[config.mk]
export PLATFORM = sky130hd
export DESIGN_NAME = stream_mux
export DESIGN_NICKNAME = d
export VERILOG_FILES = /design/src/rtl/stream_mux.sv
export SDC_FILE = /design/constraint.sdc
export NUM_CORES = 1
export LEC_CHECK = 0
export ABC_AREA = 1
export ABC_CLOCK_PERIOD_IN_PS = 4750
export CAP_MARGIN = 30
export CORE_MARGIN = 5
export CORE_UTILIZATION = 40
export DETAILED_ROUTE_END_ITERATION = 8
export PLACE_DENSITY = 0.79
export SLEW_MARGIN = 10
export SYNTH_ARGS = -nofsm -noshare
export SYNTH_HDL_FRONTEND = slang
export SYNTH_SLANG_ARGS = --single-unit
[constraint.sdc]
create_clock -name clk -period 4.75 [get_ports clk]
set_clock_uncertainty 0.05 [all_clocks]
set_input_delay 1.1875 -clock clk [delete_from_list [all_inputs] [get_ports clk]]
set_output_delay 1.1875 -clock clk [all_outputs]
set_load 0.05 [all_outputs]
[src/rtl/stream_mux.sv]
// Registered N-channel stream multiplexer with a fixed-select mode and a round-robin
// mode. One output register stage sits behind a valid/ready handshake on every channel.
module stream_mux #(
    parameter  int WIDTH    = 32,
    parameter  int CHANNELS = 4,
    localparam int SEL_W    = ($clog2(CHANNELS) > 1) ? $clog2(CHANNELS) : 1
) (
    input  logic                      clk,
    input  logic                      rst,
    input  logic [CHANNELS*WIDTH-1:0] a,
    input  logic [CHANNELS-1:0]       a_valid,
    output logic [CHANNELS-1:0]       a_ready,
    input  logic [SEL_W-1:0]          s,
    input  logic                      rr,
    output logic [WIDTH-1:0]          z,
    output logic                      z_valid,
    input  logic                      z_ready,
    output logic [SEL_W-1:0]          z_chan,
    output logic [31:0]               count
);

    logic [WIDTH-1:0] z_q, z_d;
    logic             z_valid_q, z_valid_d;
    logic [SEL_W-1:0] z_chan_q, z_chan_d;
    logic [SEL_W-1:0] last_q, last_d;
    logic [31:0]      count_q, count_d;

    logic             le;
    logic             grant_valid;
    logic [SEL_W-1:0] grant;
    logic [WIDTH-1:0] sel_data;

    assign le = !z_valid_q || z_ready;

    // Round-robin scans offsets from the far end down so the channel nearest
    // to last+1 is the one left standing in grant.
    always_comb begin
        int idx;
        idx         = 0;
        grant_valid = 1'b0;
        grant       = '0;
        if (!rr) begin
            for (int i = 0; i < CHANNELS; i++) begin
                if (s == SEL_W'(i) && a_valid[i]) begin
                    grant_valid = 1'b1;
                    grant       = SEL_W'(i);
                end
            end
        end else begin
            for (int k = CHANNELS; k >= 1; k--) begin
                idx = (int'(last_q) + k) % CHANNELS;
                if (a_valid[idx]) begin
                    grant_valid = 1'b1;
                    grant       = SEL_W'(idx);
                end
            end
        end
    end

    always_comb begin
        sel_data = '0;
        for (int i = 0; i < CHANNELS; i++) begin
            if (grant == SEL_W'(i)) begin
                sel_data = a[i*WIDTH +: WIDTH];
            end
        end
    end

    always_comb begin
        a_ready = '0;
        for (int i = 0; i < CHANNELS; i++) begin
            a_ready[i] = !rst && le && grant_valid && (grant == SEL_W'(i));
        end
    end

    always_comb begin
        z_d       = z_q;
        z_valid_d = z_valid_q;
        z_chan_d  = z_chan_q;
        last_d    = last_q;
        count_d   = count_q;
        if (z_valid_q && z_ready) begin
            count_d = count_q + 32'd1;
        end
        if (le) begin
            z_valid_d = grant_valid;
            if (grant_valid) begin
                z_d      = sel_data;
                z_chan_d = grant;
                if (rr) begin
                    last_d = grant;
                end
            end
        end
    end

    always_ff @(posedge clk) begin
        if (rst) begin
            z_q       <= '0;
            z_valid_q <= 1'b0;
            z_chan_q  <= '0;
            last_q    <= SEL_W'(CHANNELS - 1);
            count_q   <= '0;
        end else begin
            z_q       <= z_d;
            z_valid_q <= z_valid_d;
            z_chan_q  <= z_chan_d;
            last_q    <= last_d;
            count_q   <= count_d;
        end
    end

    assign z       = z_q;
    assign z_valid = z_valid_q;
    assign z_chan  = z_chan_q;
    assign count   = count_q;

endmodule

=== After elaboration in Yosys (flattened, before gate mapping) ===
Index checks and enable logic that the tools add are counted.

* Flip-flop bits (word level): 69
* Word-level logic and storage cells: 79

* Bitwise operators: 4
* Order comparisons: 4
* Multiplexer cells: 33
* Reduce and logical (&&, ||, !) cells: 22
* Eq/ne operators: 6
* Add/sub/neg operators: 5

{| class="wikitable"
|+ Operator list
! kind !! number
|-
| $mux 32 || 4
|-
| $add 32x1->32 const B || 1
|-
| $mux 1 || 18
|-
| $lt 3x4->1 const B || 4
|-
| $mux 2 || 7
|-
| $logic_and 1x1->1 || 11
|-
| $bmux 1 s2 || 4
|-
| $eq 2x2->1 const B || 4
|-
| $reduce_or 2->1 || 4
|-
| $add 2x1->2 const B || 2
|-
| $add 2x2->2 const B || 2
|-
| $and 1x1->1 const A || 4
|-
| $eq 2x1->1 const B || 2
|-
| $logic_not 2->1 || 2
|-
| $reduce_and 3->1 || 1
|-
| $logic_not 1->1 || 2
|-
| $reduce_and 2->1 || 1
|-
| $logic_or 1x1->1 || 1
|}

=== Longest topological paths before layout ===
Gate-level depths: netlist of run 1.

* Depth after elaboration: 16
* Gate-level depth with buffers: 17
* Gate-level depth less buffers: 16

=== Least setup slack after synthesis of run 1 ===
OpenSTA, ideal clock, no wires.

* Kind: input -> output
* Start: input port a_valid[3]
* End: output port a_ready[1]
* Stages: 11
* Setup slack: 0.314 ns
* Required time: 3.513 ns
* Data arrival time: 3.198 ns
* Path buffers: 1
* Path through: inv_1 -> o21ai_2 -> nand2_2 -> nand2_1 -> nand2_1 -> nand2_1 -> nand2_1 -> nand3_4 -> nand2_8 -> buf_4 -> nor3_1

* Word-level cells in the longest chain between the ends: 10
* Elaborated cells on any way between the ends: 28

{| class="wikitable"
|+ Ends and longest elaborated chain
! item !! line !! source
|-
| start: declaration || 11 || <nowiki>input logic [CHANNELS-1:0] a_valid,</nowiki>
|-
| $bmux 1 s2 || 52 || <nowiki>if (a_valid[idx]) begin</nowiki>
|-
| $mux 1 (implied by the code) (2 in series) || 52 ||
|-
| $mux 2 or $mux 1 (tied branches) (4 in series) || 52 ||
|-
| $mux 2 or $mux 1 (tied branches) || 42 || <nowiki>if (!rr) begin</nowiki>
|-
| $eq 2x1->1 or $logic_and 1x1->1 (tied branches) || 72 || <nowiki>a_ready[i] = !rst && le && grant_valid && (grant == SEL_W'(i));</nowiki>
|-
| $logic_and 1x1->1 (*) || 72 ||
|-
| end: declaration || 12 || <nowiki>output logic [CHANNELS-1:0] a_ready,</nowiki>
|}

Every way passes the cells marked *; elsewhere a longest branch is shown, timed or not. The select of a mux whose other input is x is not followed.

=== Final worst setup path of run 1 ===
* Start: input port a_valid[3]
* End: output port a_ready[2]

* Word-level cells in the longest chain between the ends: 10
* Elaborated cells on any way between the ends: 28

{| class="wikitable"
|+ Ends and longest elaborated chain
! item !! line
|-
| $bmux 1 s2 || 52
|-
| $mux 1 (implied by the code) (2 in series) || 52
|-
| $mux 2 or $mux 1 (tied branches) (4 in series) || 52
|-
| $mux 2 or $mux 1 (tied branches) || 42
|-
| $eq 2x2->1 or $logic_and 1x1->1 (tied branches) || 72
|-
| $logic_and 1x1->1 (*) || 72
|}

Marked as above.

==> metrics.yaml, run 1 <==
period_share_pct: 95.7
cp_data_required_time_ps: 3510
finalCriticalPeriod_ps: 4550
intPower_mw: 1.20
cts_tree: "done"
syn_nets: 787
cts_setup_buffers: 0
drive_gt1_share_pct: 7.89
drc_errors: 0
yosysMostFrequentCell: "nand2_1"
portBuffers: 208
die_y_um: 113
netlist_area_sq_um: 4280
p_sw_share_pct: 39.5
p_comb_share_pct: 43.2
yosysWarningCount: 0
worstSkewPairLatency_ps: 330
worstSetupPathType: "input port to output port"
slew_headroom_pct: 60.1
die_area_sq_um: 12900
postLayoutCellArea_sq_um: 6650
hold_buffers: 0
area_growth_pct: 55.3
vias: 5170
path_clk_slew_ps: 70
async_flop_share_pct: 0
arrival_ps: 3310
synth_top_area_share_pct: 32.3
rsz0062_at_grt: "no"
placed_cell_area_sq_um: 6450
pwr-share-seq_pct: 33.5
power.density_nw_per_um2: 299
setup-tns-final_ps: 0
max_cap_violations: 0
ios: 209
synthFlopType: "dfxtp_1"
ys_types: 40
critPathLaunch: "a_valid[3]"
avgViaCountPerCell: 5.24
leakagePower_nw: 2.63
peakVddDrop_mv: 0.153
netlist_top_cells_area: "dfxtp_1, nand2_1, nand3_1"
ant_nets: 0
startpoint_type: "input port"
fmax_ghz: 0.220
grt_usage_pct: 24.4
hold_path.class: "flop to flop"
worst_slew_pin_slew_ps: 596
cts-resized-gates: 0
status: "complete, no violations"
numCtsBuffers: 9
finalNetCount: 984
gp_congestion: 1.01
drt_wl_total_mm: 15.9
first_pass_iters: 5
dp_hpwl_mm: 12.3
cp_max_fo: 31
min-delay-start: "z[14]$_SDFFE_PP0P_"
synth-edff-count: 0
hold_viol_final: 0
avgRoutedWirePerCell_um: 16.1
drtIter0Drc: 288
seq_area_frac_synth_pct: 32.3
clock-root-buffer: "clkbuf_8"
timing.rr.start: "last_q[0]$_SDFFE_PP1P_"
synth_seq_cells: 69
start_util_pct: 41.3
slew_violations: 0
grt_overflow: 0
grt_pass1_vias: 5120
setup_violations: 0
antenna_found_initial: 1
synthCells: 648
power_switching_uw: 785
synth_top_area_cell: "dfxtp_1"
die_x_um: 113
cts.sinks: 69
critical_path.endpoint_type: "output port"
cts_max_path_buffers: 2
power.share.clock_pct: 23.3
htreeDepth: 3
yosys-top-cells-count: "nand2_1, nand3_1, inv_1"
hold_ws_ps: 419
syn_area_per_cell_sq_um: 6.60
row_count: 37
grt_first_pass_wirelength_mm: 25.5
r2r_slack_ps: 2020
total_power_mw: 1.99
grt_max_degree: 55
core_area_sq_um: 10400
-- layout make-up --
cell class,instances,area [sq um]
timing repair buffer,223,2230
clock inverter,6,63.8
antenna,1,2.50
fill,949,3720
tap,136,170
sequential,69,1380
clock buffer,9,124
multi-input combinational,462,2360
inverter,80,305
-- sequential cells by signal, summed over array words and instances, names as in the netlist --
register,flops
z_valid,1
count,32
z,32
z_chan,2
last_q,2
-- per-stage QoR --
stage               setup WS [ps]  utilization [%]  cells
finish                        205             64.1    986
global route                 90.5             64.1    986
CTS                           211             64.1    985
detailed placement            224             62.2    970
global placement              262             62.2    970
floorplan                     314                -    648
-- metal layers --
| metal | GRT usage, % | share of wire, % | vias to the layer above |
|---|---|---|---|
| li1 | - | - | 2544 |
| met1 | 29.4 | 41 | 2340 |
| met2 | 40.4 | 46 | 249 |
| met4 | 11.5 | 3.6 | 0 |
| met5 | 0 | 0 | - |
| met3 | 6.74 | 9.2 | 37 |
-- cells by family after synthesis --
group	synth area share (%)
simple gates	37.1
fa+ha+maj	0.292
compound gates	14.6
xor+xnor	3.27
flops	32.3
buf+inv	12.5
-- power groups by stage --
stage               combinational, mW  sequential, mW  clock [mW]
floorplan                       0.363           0.848           0
detailed placement              0.853           0.676           0
global route                    0.925           0.671       0.499
CTS                             0.856           0.664       0.479
finish                          0.858           0.665       0.463
global placement                0.838           0.675           0
-- worst max-delay path: stages --
cell	delay (ps)
clkdlybuf4s50_1	520
inv_1	90
o21ai_2	180
nand2_2	90
nand2_1	70
nand2_1	60
nand3_1	110
nand3_4	120
nand2_8	210
inv_1	100
nor3_1	360
buf_12	190
-- placed cells by master (no fill, tap or decap), types with 2 or more instances in the layout --
| cell type | synthesis | layout |
|---|---|---|
| xnor2_1 | 3 | 3 |
| dfxtp_1 | 69 | 69 |
| nand2_2 | 7 | 7 |
| a21oi_2 | 6 | 6 |
| o21ai_0 | 41 | 41 |
| clkinvlp_4 | 0 | 2 |
| o211ai_1 | 5 | 5 |
| xor2_1 | 13 | 13 |
| nand2_1 | 130 | 130 |
| buf_12 | 0 | 4 |
| buf_4 | 4 | 15 |
| o21ai_1 | 13 | 13 |
| inv_2 | 3 | 3 |
| inv_4 | 2 | 2 |
| nand3_2 | 2 | 2 |
| inv_1 | 75 | 75 |
| a21boi_1 | 2 | 2 |
| clkdlybuf4s50_1 | 0 | 204 |
| nand3_4 | 2 | 2 |
| nand3_1 | 77 | 77 |
| clkinv_2 | 0 | 2 |
| nand4_1 | 37 | 37 |
| a21oi_1 | 42 | 42 |
| clkbuf_8 | 0 | 9 |
| nor3_1 | 11 | 11 |
| nand3b_1 | 2 | 2 |
| nor2_2 | 4 | 4 |
| nor2_4 | 2 | 2 |
| nor2_1 | 46 | 46 |
| o21a_1 | 3 | 3 |
| nor4_1 | 3 | 3 |
-- final timing paths --
| check | to | cells past startpoint |
|---|---|---|
| setup / recovery | a_ready[2] | 12 |
| hold / removal | z[14]$_SDFFE_PP0P_ | 2 |
| setup reg to reg | z[31]$_SDFFE_PP0P_ | 15 |
| hold reg to reg | z[14]$_SDFFE_PP0P_ | 2 |
Note: power is estimated with default switching activity, not from simulation.
==> run 2: changes to the inputs <==
--- a/config.mk
+++ b/config.mk
@@ -10,6 +10,7 @@
 export CAP_MARGIN = 30
 export CORE_MARGIN = 5
 export CORE_UTILIZATION = 40
+export CTS_BUF_LIST = sky130_fd_sc_hd__clkbuf_8
 export DETAILED_ROUTE_END_ITERATION = 8
 export PLACE_DENSITY = 0.79
 export SLEW_MARGIN = 10
==> results of run 2 <==
No change in the layout: final DEF, timing and power equal those of run 1.
==> run 3: changes to the inputs <==
--- a/config.mk
+++ b/config.mk
@@ -5,14 +5,14 @@
 export SDC_FILE = /design/constraint.sdc
 export NUM_CORES = 1
 export LEC_CHECK = 0
-export ABC_AREA = 1
 export ABC_CLOCK_PERIOD_IN_PS = 4750
 export CAP_MARGIN = 30
 export CORE_MARGIN = 5
 export CORE_UTILIZATION = 40
 export CTS_BUF_LIST = sky130_fd_sc_hd__clkbuf_8
 export DETAILED_ROUTE_END_ITERATION = 8
-export PLACE_DENSITY = 0.79
+export DONT_BUFFER_PORTS = 1
+export HOLD_SLACK_MARGIN = 0.1
 export SLEW_MARGIN = 10
 export SYNTH_ARGS = -nofsm -noshare
 export SYNTH_HDL_FRONTEND = slang
==> run 3 against run 2 <==
Synthesized cell count fell by 35%; core utilization is 20 points lower; global-route usage down 7.6 points; wire length shrank 34%; sequential power increased by 22%; non-clock buffer count decreased by 215; clock-buffer cell count up 1; total power is 17% lower; design area down 35%; clock power increased by 32%; critical path type unchanged; largest cell class unchanged.
==> metrics.yaml, run 3 <==
leakagePower_nw: 1.66  # -37%
vias: 3172  # -39%
cts-resized-gates: 0  # unchanged
timing.final.ws_setup_ps: 598  # +393 ps
cp_data_required_time_ps: 3510  # about the same
power.density_nw_per_um2: 383  # +28%
timing.rr.start: "count[0]$_SDFFE_PP0P_"
critical_path.endpoint_type: "output port"
final_cell_mix: "dfxtp_1, mux2i_1, nand2_1"
total_power_mw: 1.65  # -17%
worstSetupPathType: "input port to output port"
slew_headroom_pct: 33.3  # -27 points
seqCellArea_sq_um: 1380  # unchanged
peakVddDrop_mv: 0.169  # +9.9%
row_count: 36  # -2.7%
htreeDepth: 3  # unchanged
start_util_pct: 40.8  # -0.45 points
holdPathStages: 1  # -1
synth_top_area_share_pct: 34.9  # +2.7 points
setup-tns-final_ps: 0  # unchanged
instances_no_fill: 552  # -44%
max_cap_violations: 0  # unchanged
core_area_sq_um: 9680  # -6.6%
critPathMaxStageDelay_ps: 490  # -30 ps
yosysWarningCount: 0  # unchanged
cts_tree: "done"
setup_violations: 0  # unchanged
final_common_cell: "dfxtp_1"
cp_top_family: "simple AND/OR/NAND/NOR gates"
synthCells: 421  # -35%
area_growth_pct: 9.02
path_depth: 6  # -6
dp_hpwl_mm: 7.83  # -37%
hold_ws_ps: 547  # +128 ps
netlist_top_cells_area: "dfxtp_1, mux2i_1, o221ai_2"
drtIter0Drc: 142  # -51%
first_pass_iters: 4  # -1
die_x_um: 109  # -3.5%
critPathLaunch: "s[1]"
async_flop_share_pct: 0  # unchanged
worstSkewPairLatency_ps: 340  # about the same
r2r_slack_ps: 1790  # -230 ps
cts_max_path_buffers: 2  # unchanged
placed_cell_area_sq_um: 4060  # -37%
die_area_sq_um: 12000  # -7.0%
ys_types: 49  # +23%
drt_wl_total_mm: 10.4  # -34%
netlist_area_sq_um: 3950  # -7.6%
grt_max_degree: 65  # +18%
clock-root-buffer: "clkbuf_8"
avgRoutedWirePerCell_um: 18.9  # +17%
status: "complete, no violations"
fin_util_pct: 44.5  # -20 points
grt_overflow: 0  # unchanged
cp_max_fo: 6  # -81%
drc_errors: 0  # unchanged
arrival_ps: 2910  # -400 ps
multi_input_area_sq_um: 2400  # +1.6%
synth_seq_cells: 69  # unchanged
startpoint_type: "input port"
cts_setup_buffers: 0  # unchanged
yosysMostFrequentCell: "dfxtp_1"
pre_cts_ws_ps: 624  # +400 ps
antenna_found_initial: 0  # -1
syn_area_per_cell_sq_um: 9.39  # +42%
setup.worst_path.end: "a_ready[0]"
die_y_um: 109  # -3.5%
grt_first_pass_wirelength_mm: 15.9  # -38%
crit_buf_inv: 1  # -3
yosys-top-cells-count: "dfxtp_1, mux2i_1, nand2_1"
hold_viol_final: 0  # unchanged
ios: 209  # unchanged
finalNetCount: 553  # -44%
synth-edff-count: 0  # unchanged
crit_chain: "mux4_2 -> a2bb2oi_1 -> nand2_1 -> or3_2 -> nor2_1 -> buf_4"
ff2ff_path_depth: 6  # -9
r2r_end: "count[30]$_SDFFE_PP0P_"
gp_congestion: 0.845  # -16%
synthFlopType: "dfxtp_1"
dp.cells: 536  # -45%
finalCriticalPeriod_ps: 4150  # -393 ps
seq_area_frac_synth_pct: 34.9  # +2.7 points
slew_violations: 0  # unchanged
numCtsBuffers: 9  # unchanged
grt_pass1_vias: 3186  # -38%
path_clk_slew_ps: 80  # about the same
synth_top_area_cell: "dfxtp_1"
diodes: 0  # -1
portBuffers: 0  # -100%
period_share_pct: 87.4  # -8.3 points
ant_nets: 0  # unchanged
worst_slew_pin_slew_ps: 1000  # +404 ps
drive_gt1_share_pct: 16.0  # +8.1 points
syn_nets: 560  # -29%
hold_buffers: 0  # unchanged
fmax_ghz: 0.241  # +9.5%
nFillCells: 961  # +1.3%
crit_slowest_cell: "or3_2"
grt_usage_pct: 16.8  # -7.6 points
hold_path.class: "flop to flop"
postLayoutCellArea_sq_um: 4310  # -35%
cts.sinks: 69  # unchanged
rsz0062_at_grt: "no"
avgViaCountPerCell: 5.75  # +9.6%
-- run 3: cells by family after synthesis --
logic type,share of synthesized area [%]
DFF,34.9
AOI/OAI and AO/OA,19.6
and+or+nand+nor,18.7
adders and majority gates,0.317
xor gates and xnor gates,3.55
muxes,18.2
buffers and inverters,4.68
-- run 3: how the worst min path moves through the flow --
stage | slack (ps) | end | from
after CTS | 540 | last_q[0]$_SDFFE_PP1P_ | last_q[0]$_SDFFE_PP1P_
final | 550 | last_q[0]$_SDFFE_PP1P_ | last_q[0]$_SDFFE_PP1P_
after floorplan | 460 | last_q[0]$_SDFFE_PP1P_ | last_q[0]$_SDFFE_PP1P_
after detailed placement | 510 | last_q[0]$_SDFFE_PP1P_ | last_q[0]$_SDFFE_PP1P_
after global routing | 590 | last_q[0]$_SDFFE_PP1P_ | last_q[0]$_SDFFE_PP1P_
after global placement | 510 | last_q[0]$_SDFFE_PP1P_ | last_q[0]$_SDFFE_PP1P_
-- run 3: power by group --
part           total [mW]  switching, mW  internal (mW)
logic               0.234          0.129          0.105
clock network       0.609          0.240          0.369
registers           0.809          0.187          0.622
total                1.65          0.555           1.10
-- run 3: area by class of cell --
type | count | share of cell area (%)
multi-input cells | 314 | 55.7
flip-flops and latches | 69 | 32.1
well taps | 133 | 3.86
clock buffers | 10 | 3.19
clock inverters | 6 | 2.70
repair buffers | 8 | 1.39
inverters | 12 | 1.05
-- run 3: routing by layer --
metal | track usage (%) | vias up | share of wire (%)
li1 | - | 1540 | -
met1 | 19.2 | 1468 | 39
met2 | 28.7 | 145 | 50
met3 | 5.58 | 19 | 8.8
met4 | 6.77 | 0 | 2.6
met5 | 0 | - | 0
